==> src/rtl/ram_arb_pkg.sv <==
// Shared types and constants for the two-port data-RAM arbiter.
package ram_arb_pkg;

    localparam int unsigned NUM_PORTS  = 2;
    localparam int unsigned RAM_ADDR_W = 14;
    localparam int unsigned RAM_DATA_W = 256;

    typedef logic port_id_t;

    localparam port_id_t PORT_VLSU = 1'b0;
    localparam port_id_t PORT_HOST = 1'b1;

    typedef struct packed {
        logic                    we;
        logic [RAM_ADDR_W-1:0]   addr;
        logic [RAM_DATA_W/8-1:0] be;
        logic [RAM_DATA_W-1:0]   wdata;
    } ram_req_t;

endpackage

==> src/rtl/rd_tag_pipe.sv <==
// Valid/owner shift register that tags each issued RAM read and releases the
// tag when the read data comes back, RD_LAT cycles later.
module rd_tag_pipe
    import ram_arb_pkg::*;
#(
    parameter int unsigned RD_LAT = 2
) (
    input  logic     clk,
    input  logic     reset,
    input  logic     issue,
    input  port_id_t owner,
    output logic     rvalid0,
    output logic     rvalid1
);

    logic [RD_LAT-1:0] vldSr;
    logic [RD_LAT-1:0] ownSr;

    always_ff @(posedge clk) begin
        if (reset) begin
            vldSr <= '0;
            ownSr <= '0;
        end else begin
            vldSr[0] <= issue;
            ownSr[0] <= owner;
            for (int i = 1; i < RD_LAT; i++) begin
                vldSr[i] <= vldSr[i-1];
                ownSr[i] <= ownSr[i-1];
            end
        end
    end

    assign rvalid0 = vldSr[RD_LAT-1] && (ownSr[RD_LAT-1] == PORT_VLSU);
    assign rvalid1 = vldSr[RD_LAT-1] && (ownSr[RD_LAT-1] == PORT_HOST);

endmodule

==> src/rtl/ram_port_arbiter.sv <==
// Shares the data-RAM port between the VLSU (port 0, priority) and the host
// loader (port 1, starvation-guarded). Define ARB_PERF_EN for perf counters.
module ram_port_arbiter
    import ram_arb_pkg::*;
#(
    parameter int unsigned ADDR_W     = RAM_ADDR_W,
    parameter int unsigned DATA_W     = RAM_DATA_W,
    parameter int unsigned RD_LAT     = 2,
    parameter int unsigned STARVE_MAX = 8
) (
    input  logic                clk,
    input  logic                reset,
    input  logic                req0,
    input  logic                we0,
    input  logic [ADDR_W-1:0]   addr0,
    input  logic [DATA_W/8-1:0] be0,
    input  logic [DATA_W-1:0]   wdata0,
    input  logic                req1,
    input  logic                we1,
    input  logic [ADDR_W-1:0]   addr1,
    input  logic [DATA_W/8-1:0] be1,
    input  logic [DATA_W-1:0]   wdata1,
    output logic                gnt0,
    output logic                gnt1,
    output logic                rvalid0,
    output logic                rvalid1,
    output logic [DATA_W-1:0]   rdata,
    output logic                busy0,
    output logic                ram_rden,
    output logic                ram_wren,
    output logic [ADDR_W-1:0]   ram_addr,
    output logic [DATA_W/8-1:0] ram_be,
    output logic [DATA_W-1:0]   ram_wdata,
    input  logic [DATA_W-1:0]   ram_rdata
`ifdef ARB_PERF_EN
    ,
    output logic [95:0]         perf_cnt
`endif
);

    localparam int unsigned CNT_W = $clog2(STARVE_MAX + 1);
    localparam logic [CNT_W-1:0] STARVE_LIM = CNT_W'(STARVE_MAX);

    logic [CNT_W-1:0] starveCnt;
    logic             force1;
    logic             grant;
    port_id_t         winner;
    ram_req_t         portReq [NUM_PORTS];
    ram_req_t         sel;
    logic             pipeRv0;
    logic             pipeRv1;

    always_comb begin
        portReq[PORT_VLSU] = '{we: we0, addr: addr0, be: be0, wdata: wdata0};
        portReq[PORT_HOST] = '{we: we1, addr: addr1, be: be1, wdata: wdata1};

        // Grants are held low throughout reset so nothing reaches the RAM.
        force1 = (starveCnt == STARVE_LIM) && req1;
        gnt1   = !reset && req1 && (!req0 || force1);
        gnt0   = !reset && req0 && !gnt1;
        busy0  = !reset && req0 && !gnt0;
        grant  = gnt0 || gnt1;
        winner = gnt1 ? PORT_HOST : PORT_VLSU;
        sel    = grant ? portReq[winner] : '0;

        ram_rden  = grant && !sel.we;
        ram_wren  = grant && sel.we;
        ram_addr  = sel.addr;
        ram_be    = sel.be;
        ram_wdata = sel.wdata;
    end

    always_ff @(posedge clk) begin
        if (reset || gnt1 || !req1) begin
            starveCnt <= '0;
        end else if (starveCnt != STARVE_LIM) begin
            starveCnt <= starveCnt + CNT_W'(1);
        end
    end

    rd_tag_pipe #(
        .RD_LAT (RD_LAT)
    ) u_rd_tag_pipe (
        .clk     (clk),
        .reset   (reset),
        .issue   (ram_rden),
        .owner   (winner),
        .rvalid0 (pipeRv0),
        .rvalid1 (pipeRv1)
    );

    assign rvalid0 = pipeRv0 && !reset;
    assign rvalid1 = pipeRv1 && !reset;
    assign rdata   = ram_rdata;

`ifdef ARB_PERF_EN
    logic [31:0] grant0Cnt;
    logic [31:0] grant1Cnt;
    logic [31:0] conflictCnt;

    always_ff @(posedge clk) begin
        if (reset) begin
            grant0Cnt   <= '0;
            grant1Cnt   <= '0;
            conflictCnt <= '0;
        end else begin
            if (gnt0 && (grant0Cnt != '1)) grant0Cnt <= grant0Cnt + 32'd1;
            if (gnt1 && (grant1Cnt != '1)) grant1Cnt <= grant1Cnt + 32'd1;
            if (req0 && req1 && (conflictCnt != '1)) conflictCnt <= conflictCnt + 32'd1;
        end
    end

    assign perf_cnt = {conflictCnt, grant1Cnt, grant0Cnt};
`endif

endmodule

==> config.mk <==
export PLATFORM = sky130hd
export DESIGN_NAME = ram_port_arbiter
export DESIGN_NICKNAME = d
export VERILOG_FILES = /design/src/rtl/ram_arb_pkg.sv /design/src/rtl/rd_tag_pipe.sv /design/src/rtl/ram_port_arbiter.sv
export SDC_FILE = /design/constraint.sdc
export NUM_CORES = 1
export LEC_CHECK = 0
export CORE_AREA = 2 2 556 558
export DETAILED_ROUTE_END_ITERATION = 8
export DIE_AREA = 0 0 558 560
export MAX_ROUTING_LAYER = met4
export PLACE_DENSITY = 0.3
export RECOVER_POWER = 25
export SYNTH_ARGS = -nofsm -noshare
export SYNTH_HDL_FRONTEND = slang
export SYNTH_SLANG_ARGS = --single-unit
export TNS_END_PERCENT = 50
==> constraint.sdc <==
create_clock -name clk -period 1.9 [get_ports clk]
set_input_delay 0.475 -clock clk [delete_from_list [all_inputs] [get_ports clk]]
set_output_delay 0.475 -clock clk [all_outputs]
set_load 0.02 [all_outputs]
==> flow_summary.ini, run 1 <==
[pwr]
vdd_drop_max_v = 0.000244
swShare_pct = 40.1
pwr-share-comb_pct = 90.2
p_leak_uw = 0.00749
power_per_cell_area_nw_per_um2 = 246
clkPwrFrac_pct = 6.6
p_seq_share_pct = 3.3
netSwitchingPower_uw = 2150
p_int_uw = 3200

[finish]
drive_gt1_share_pct = 43.5
final_cell_mix = clkdlybuf4s50_1, a22o_1, a22o_4, buf_6, buf_12
syn_to_final_growth_pct = 300
stdcell_count = 5622
fin_nets = 2287
final_common_cell = clkdlybuf4s50_1
nFillCells = 35987
postLayoutCoreUtil_pct = 7.09

[global_route]
grt_pass1_vias = 9597
gr-usage-all-layers_pct = 11.1
grt_overflow = 0
grt_antenna_before_repair = 170
grt_pass1_wl_microns = 197000
grt_max_degree = 23

[synthesis]
ys_seq_elements = 8
synth_area_per_cell_sq_um = 8.17
synth_top_area_share_pct = 48.9
netlist_area_sq_um = 5440
yosysTopAreaCell = a22o_1
synth.area.top_cells = a22o_1, buf_4, dfxtp_1, buf_2, buf_6
yosysSeqAreaShare_pct = 2.94
synth-warning-count = 0
ys_types = 26
synth_edf_count = 0
ys.flop_type = dfxtp_1
async_flop_share_pct = 0
synth_nets = 1534
synthCells = 666

[timing]
rsz0062_at_grt = yes
worst_slack_ns = -0.826
slew_headroom_pct = 68.7
finalSetupViolations = 307
slew_violations = 0
hold_viol_final = 0
whs_ns = 0.457
fmax_mhz = 367
min_period_ns = 2.73
worst_pin_slew_ns = 0.469
tns_ns = -213.89
post-route-period-util_pct = 143
fin_skew_ns = 0.00120

[critical_path]
r2r_start = starveCnt[1]
cp-end-kind = output port
r2r_cells = 9
worstPathCellList = clkdlybuf4s15_1 -> nand4b_1 -> nor3b_4 -> buf_12 -> buf_8 -> clkbuf_16 -> buf_12 -> clkbuf_16 -> a22o_1 -> buf_2
reg2reg_to = u_rd_tag_pipe.vldSr[0]
startpoint = req1
cpMaxStageDelayCell = clkdlybuf4s15_1
max_stage_delay_ns = 0.25
cp.arrival_ns = 2.25
crit_required_ns = 1.42
endpoint = ram_wdata[96]
startpoint_type = input port
crit_type = input port to output port
path_max_fanout = 6
reg2reg_setup_slack_ns = 0.11

[routing]
ant_nets = 0
vias = 9773
viasPerCell = 1.74
drc = 0
wl_microns = 179000
drtIter0Drc = 387
wire_per_inst_microns = 31.9
drtPass1Iterations = 4

[run_status]
violations = setup timing
outcome = complete, but fails checks

[worst_hold_path]
hp-class = register to register
hold_start = u_rd_tag_pipe.ownSr[0]

[flow_run]
cap_viol_max_count = 0

[clock_tree]
cts-root-buf = clkbuf_16
path_clk_slew_ns = 0.04
htree_levels = 1
clock_latency_ns = 0.23
cts.sinks = 8
clock_path_buffers = 2
cts_buffers = 3
cts_tree = yes
cts-hold-fix-buffers = 0

[placed_design]
hpwlAfterDp_microns = 168000
gp_congestion = 0.844
dp_cells = 5477
portBuffers = 918
place_ws_ns = -1.64

[die]
core-area_sq_um = 307000
row_count = 204
initial_core_util_pct = 1.77
die_y_microns = 560
chipWidth_microns = 558
io_pins = 1431
die_area_sq_um = 312000
## state kept, by name, indices dropped and copies added (netlist names)
signal,flops
u_rd_tag_pipe.vldSr,2
u_rd_tag_pipe.ownSr,2
starveCnt,4
## synthesized netlist by cell type (all sizes together) (2+ instances only)
cell type,count
buf,323
a22o,304
dfxtp,8
inv,6
nor2,4
a21oi,2
ha,2
nand3,2
nor2b,2
nor3b,2
## cell families after synthesis
logic type,after synthesis,synth area share (%)
buffers and inverters,329,44.8
AOI/OAI and AO/OA,308,49.6
and+or+nand+nor,17,1.95
DFF,8,2.94
xor gates and xnor gates,2,0.322
adders and majority gates,2,0.460
## layout make-up
class | count | area [sq um] | share of cell area [%]
Timing Repair Buffer | 1071 | 12000 | 55.2
Inverter | 6 | 22.5 | 0.104
Antenna cell | 85 | 213 | 0.978
Tap cell | 4120 | 5150 | 23.7
Multi-Input combinational cell | 329 | 4130 | 19.0
Sequential cell | 8 | 163 | 0.748
Clock buffer | 3 | 75.1 | 0.345
## timing repair
item | CTS | global route
setup buffers | 16 | 28
gates resized for setup | 733 | 450
setup endpoints to repair | 309 | 307
gates cloned | 7 | 16
pin swaps | 26 | 83
hold endpoints to repair | 0 | 0
## per-layer routing
metal / track usage [%] / share of wire [%] / vias up
met5: - / 0 / -
li1: - / - / 3933
met4: 1.40 / 2.1 / 0
met2: 16.5 / 42 / 1259
met1: 10.2 / 32 / 4263
met3: 11.2 / 24 / 318
## through the flow
step | total power (uW) | instance area, sq um
after floorplan | 2240 | 6250
after global placement | 4660 | 19900
after detailed placement | 4670 | 19900
after CTS | 5130 | 20500
after global routing | 5590 | 21700
final | 5350 | 21800
## critical path, delay by kind of cell
family,cells,cell delay [ns]
buffers and inverters,7,1.18
and+or+nand+nor,2,0.34
AOI/OAI and AO/OA,1,0.22
## power by group through the flow
stage	clock network (uW)	registers, uW	logic, uW
finish	351	176	4820
global route	370	176	5040
CTS	360	176	4590
detailed placement	0	178	4490
global placement	0	179	4490
floorplan	0	178	2060
## how the worst min path moves through the flow
| stage | cells after the start | to | slack [ns] |
|---|---|---|---|
| floorplan | 1 | u_rd_tag_pipe.ownSr[1] | 0.41 |
| global placement | 1 | u_rd_tag_pipe.ownSr[1] | 0.44 |
| detailed placement | 1 | u_rd_tag_pipe.ownSr[1] | 0.44 |
| CTS | 1 | u_rd_tag_pipe.ownSr[1] | 0.46 |
| global route | 1 | u_rd_tag_pipe.ownSr[1] | 0.47 |
| finish | 1 | u_rd_tag_pipe.ownSr[1] | 0.46 |
Note: power is estimated with default switching activity, not from simulation.
==> inputs of run 2 (changes only) <==
--- a/config.mk
+++ b/config.mk
@@ -5,6 +5,7 @@
 export SDC_FILE = /design/constraint.sdc
 export NUM_CORES = 1
 export LEC_CHECK = 0
+export CAP_MARGIN = 10
 export CORE_AREA = 2 2 556 558
 export DETAILED_ROUTE_END_ITERATION = 8
 export DIE_AREA = 0 0 558 560
==> results of run 2 <==
Final layout, timing and power as in run 1 (identical DEF).
==> inputs of run 3 (changes only) <==
--- a/config.mk
+++ b/config.mk
@@ -7,6 +7,7 @@
 export LEC_CHECK = 0
 export CAP_MARGIN = 10
 export CORE_AREA = 2 2 556 558
+export CTS_CLUSTER_SIZE = 14
 export DETAILED_ROUTE_END_ITERATION = 8
 export DIE_AREA = 0 0 558 560
 export MAX_ROUTING_LAYER = met4
==> constraint.sdc (replaced) <==
create_clock -name clk -period 1.9 [get_ports clk]
set_input_delay 0.285 -clock clk [delete_from_list [all_inputs] [get_ports clk]]
set_output_delay 0.285 -clock clk [all_outputs]
set_load 0.02 [all_outputs]
==> run 3 against run 2 <==
The flow still finishes with violations (setup timing). Final area grew 4.5%. Sequential share of layout area is essentially flat. Critical endpoint is now ram_wdata[23]. Via count grew 6.8%. First-iteration DRC count grew 5.9%. Utilization grew 0.32 points. Die area is the same. Critical path depth is the same. Sequential cell count is the same.
==> flow_summary.ini, run 3 (synthesis results as in run 1) <==
[die]
row_count = 204
die_y_microns = 560
die_area_sq_um = 312000
io_pins = 1431
core-area_sq_um = 307000
initial_core_util_pct = 1.77
chipWidth_microns = 558

[clock_tree]
htree_levels = 1
path_clk_slew_ns = 0.04
clock_path_buffers = 2
cts_buffers = 3
cts.sinks = 8
cts_tree = yes
clock_latency_ns = 0.23
cts-root-buf = clkbuf_16

[pwr]
power_per_cell_area_nw_per_um2 = 245
p_leak_uw = 0.00769
vdd_drop_max_v = 0.000171

[timing]
slew_violations = 0
rsz0062_at_grt = yes
hold_viol_final = 0
slew_headroom_pct = 78.8
finalSetupViolations = 308
post-route-period-util_pct = 131
min_period_ns = 2.48
worst_pin_slew_ns = 0.317
worst_slack_ns = -0.580
fmax_mhz = 403
fin_skew_ns = 0.000847

[routing]
drtIter0Drc = 410
drc = 0
wl_microns = 202000
drtPass1Iterations = 4
wire_per_inst_microns = 35.4
ant_nets = 0
viasPerCell = 1.83
vias = 10436

[placed_design]
hpwlAfterDp_microns = 182000
dp_cells = 5437
portBuffers = 918
gp_congestion = 0.827

[finish]
nFillCells = 35891
stdcell_count = 5690
final_common_cell = clkdlybuf4s50_1
postLayoutCoreUtil_pct = 7.41
final_cell_mix = clkdlybuf4s50_1, a22o_1, buf_6, buf_12, a22o_4
reg_top3 = starveCnt (4), u_rd_tag_pipe.ownSr (2), u_rd_tag_pipe.vldSr (2)
top_register = starveCnt
fin_nets = 2316
syn_to_final_growth_pct = 318
largest_register_ffs = 4
drive_gt1_share_pct = 41.5

[worst_hold_path]
hp-class = register to register

[critical_path]
cpMaxStageDelayCell = dfxtp_2
crit_top_cell = buf_12
cp.arrival_ns = 2.20
crit_required_ns = 1.62
path_max_fanout = 7
startpoint_type = register
cp-end-kind = output port
path_buf_inv = 6
crit_type = register to output port
max_stage_delay_ns = 0.33
critPathTopFamily = buffers and inverters
worstPathCellList = inv_2 -> ha_4 -> nand4b_1 -> nor3b_4 -> buf_12 -> buf_12 -> buf_16 -> clkbuf_16 -> a22o_4 -> buf_12

[global_route]
grt_pass1_vias = 9947
gr-usage-all-layers_pct = 12.5
grt_max_degree = 28
grt_antenna_before_repair = 233
grt_overflow = 0
grt_pass1_wl_microns = 220000

[flow_run]
cap_viol_max_count = 0

[run_status]
violations = setup timing
outcome = complete, but fails checks
-- run 3: per-stage QoR --
step                      instance area [sq um]  TNS (ns)  hold slack [ns]  power (uW)  setup WS (ns)
final                                     22700   -140.27            0.439        5570         -0.580
after global routing                      22700   -165.18            0.471        5800         -0.654
after CTS                                 21400   -151.94            0.448        5370         -0.631
after detailed placement                  19000   -349.36            0.429        4380          -1.31
after global placement                    19000   -358.88            0.430        4380          -1.34
after floorplan                            5440         0            0.357        2080          0.102
-- run 3: metal layers --
layer	vias up	GRT usage, %	wire length, microns
met3	394	14.7	53100
met1	4600	11.3	64800
met2	1386	16.7	77800
li1	4056	-	-
met4	0	2.96	6140
met5	-	-	0
-- run 3: repair_timing --
| action | in CTS | in global routing |
|---|---|---|
| setup endpoints to repair | 311 | 308 |
| setup buffers | 66 | 35 |
| cloned | 31 | 18 |
| resized for setup | 974 | 311 |
| hold buffers | 0 | 0 |
| pin swaps | 113 | 103 |
| hold endpoints to repair | 0 | 0 |
-- run 3: power breakdown --
group / switching (uW) / internal [uW] / total (uW)
combinational: 2100 / 2940 / 5040
clock: 85.3 / 272 / 357
sequential: 2.06 / 174 / 176
total: 2190 / 3380 / 5570
-- run 3: final timing paths --
path,start,end,slack [ns],cells past startpoint
hold reg to reg,u_rd_tag_pipe.vldSr[0],u_rd_tag_pipe.vldSr[1],0.44,1
setup / recovery,starveCnt[0],ram_wdata[23],-0.58,10
setup reg to reg,starveCnt[0],u_rd_tag_pipe.vldSr[0],-0.06,10
hold / removal,u_rd_tag_pipe.vldSr[0],u_rd_tag_pipe.vldSr[1],0.44,1
-- run 3: cell type report --
| class | instances | area, sq um | share of cell area [%] |
|---|---|---|---|
| repair buffers | 1100 | 13300 | 58.6 |
| well taps | 4120 | 5150 | 22.7 |
| multi-input cells | 329 | 3690 | 16.2 |
| diodes | 124 | 310 | 1.36 |
| flip-flops and latches | 8 | 163 | 0.715 |
| clock buffers | 3 | 75.1 | 0.330 |
| inverters | 6 | 22.5 | 0.0990 |
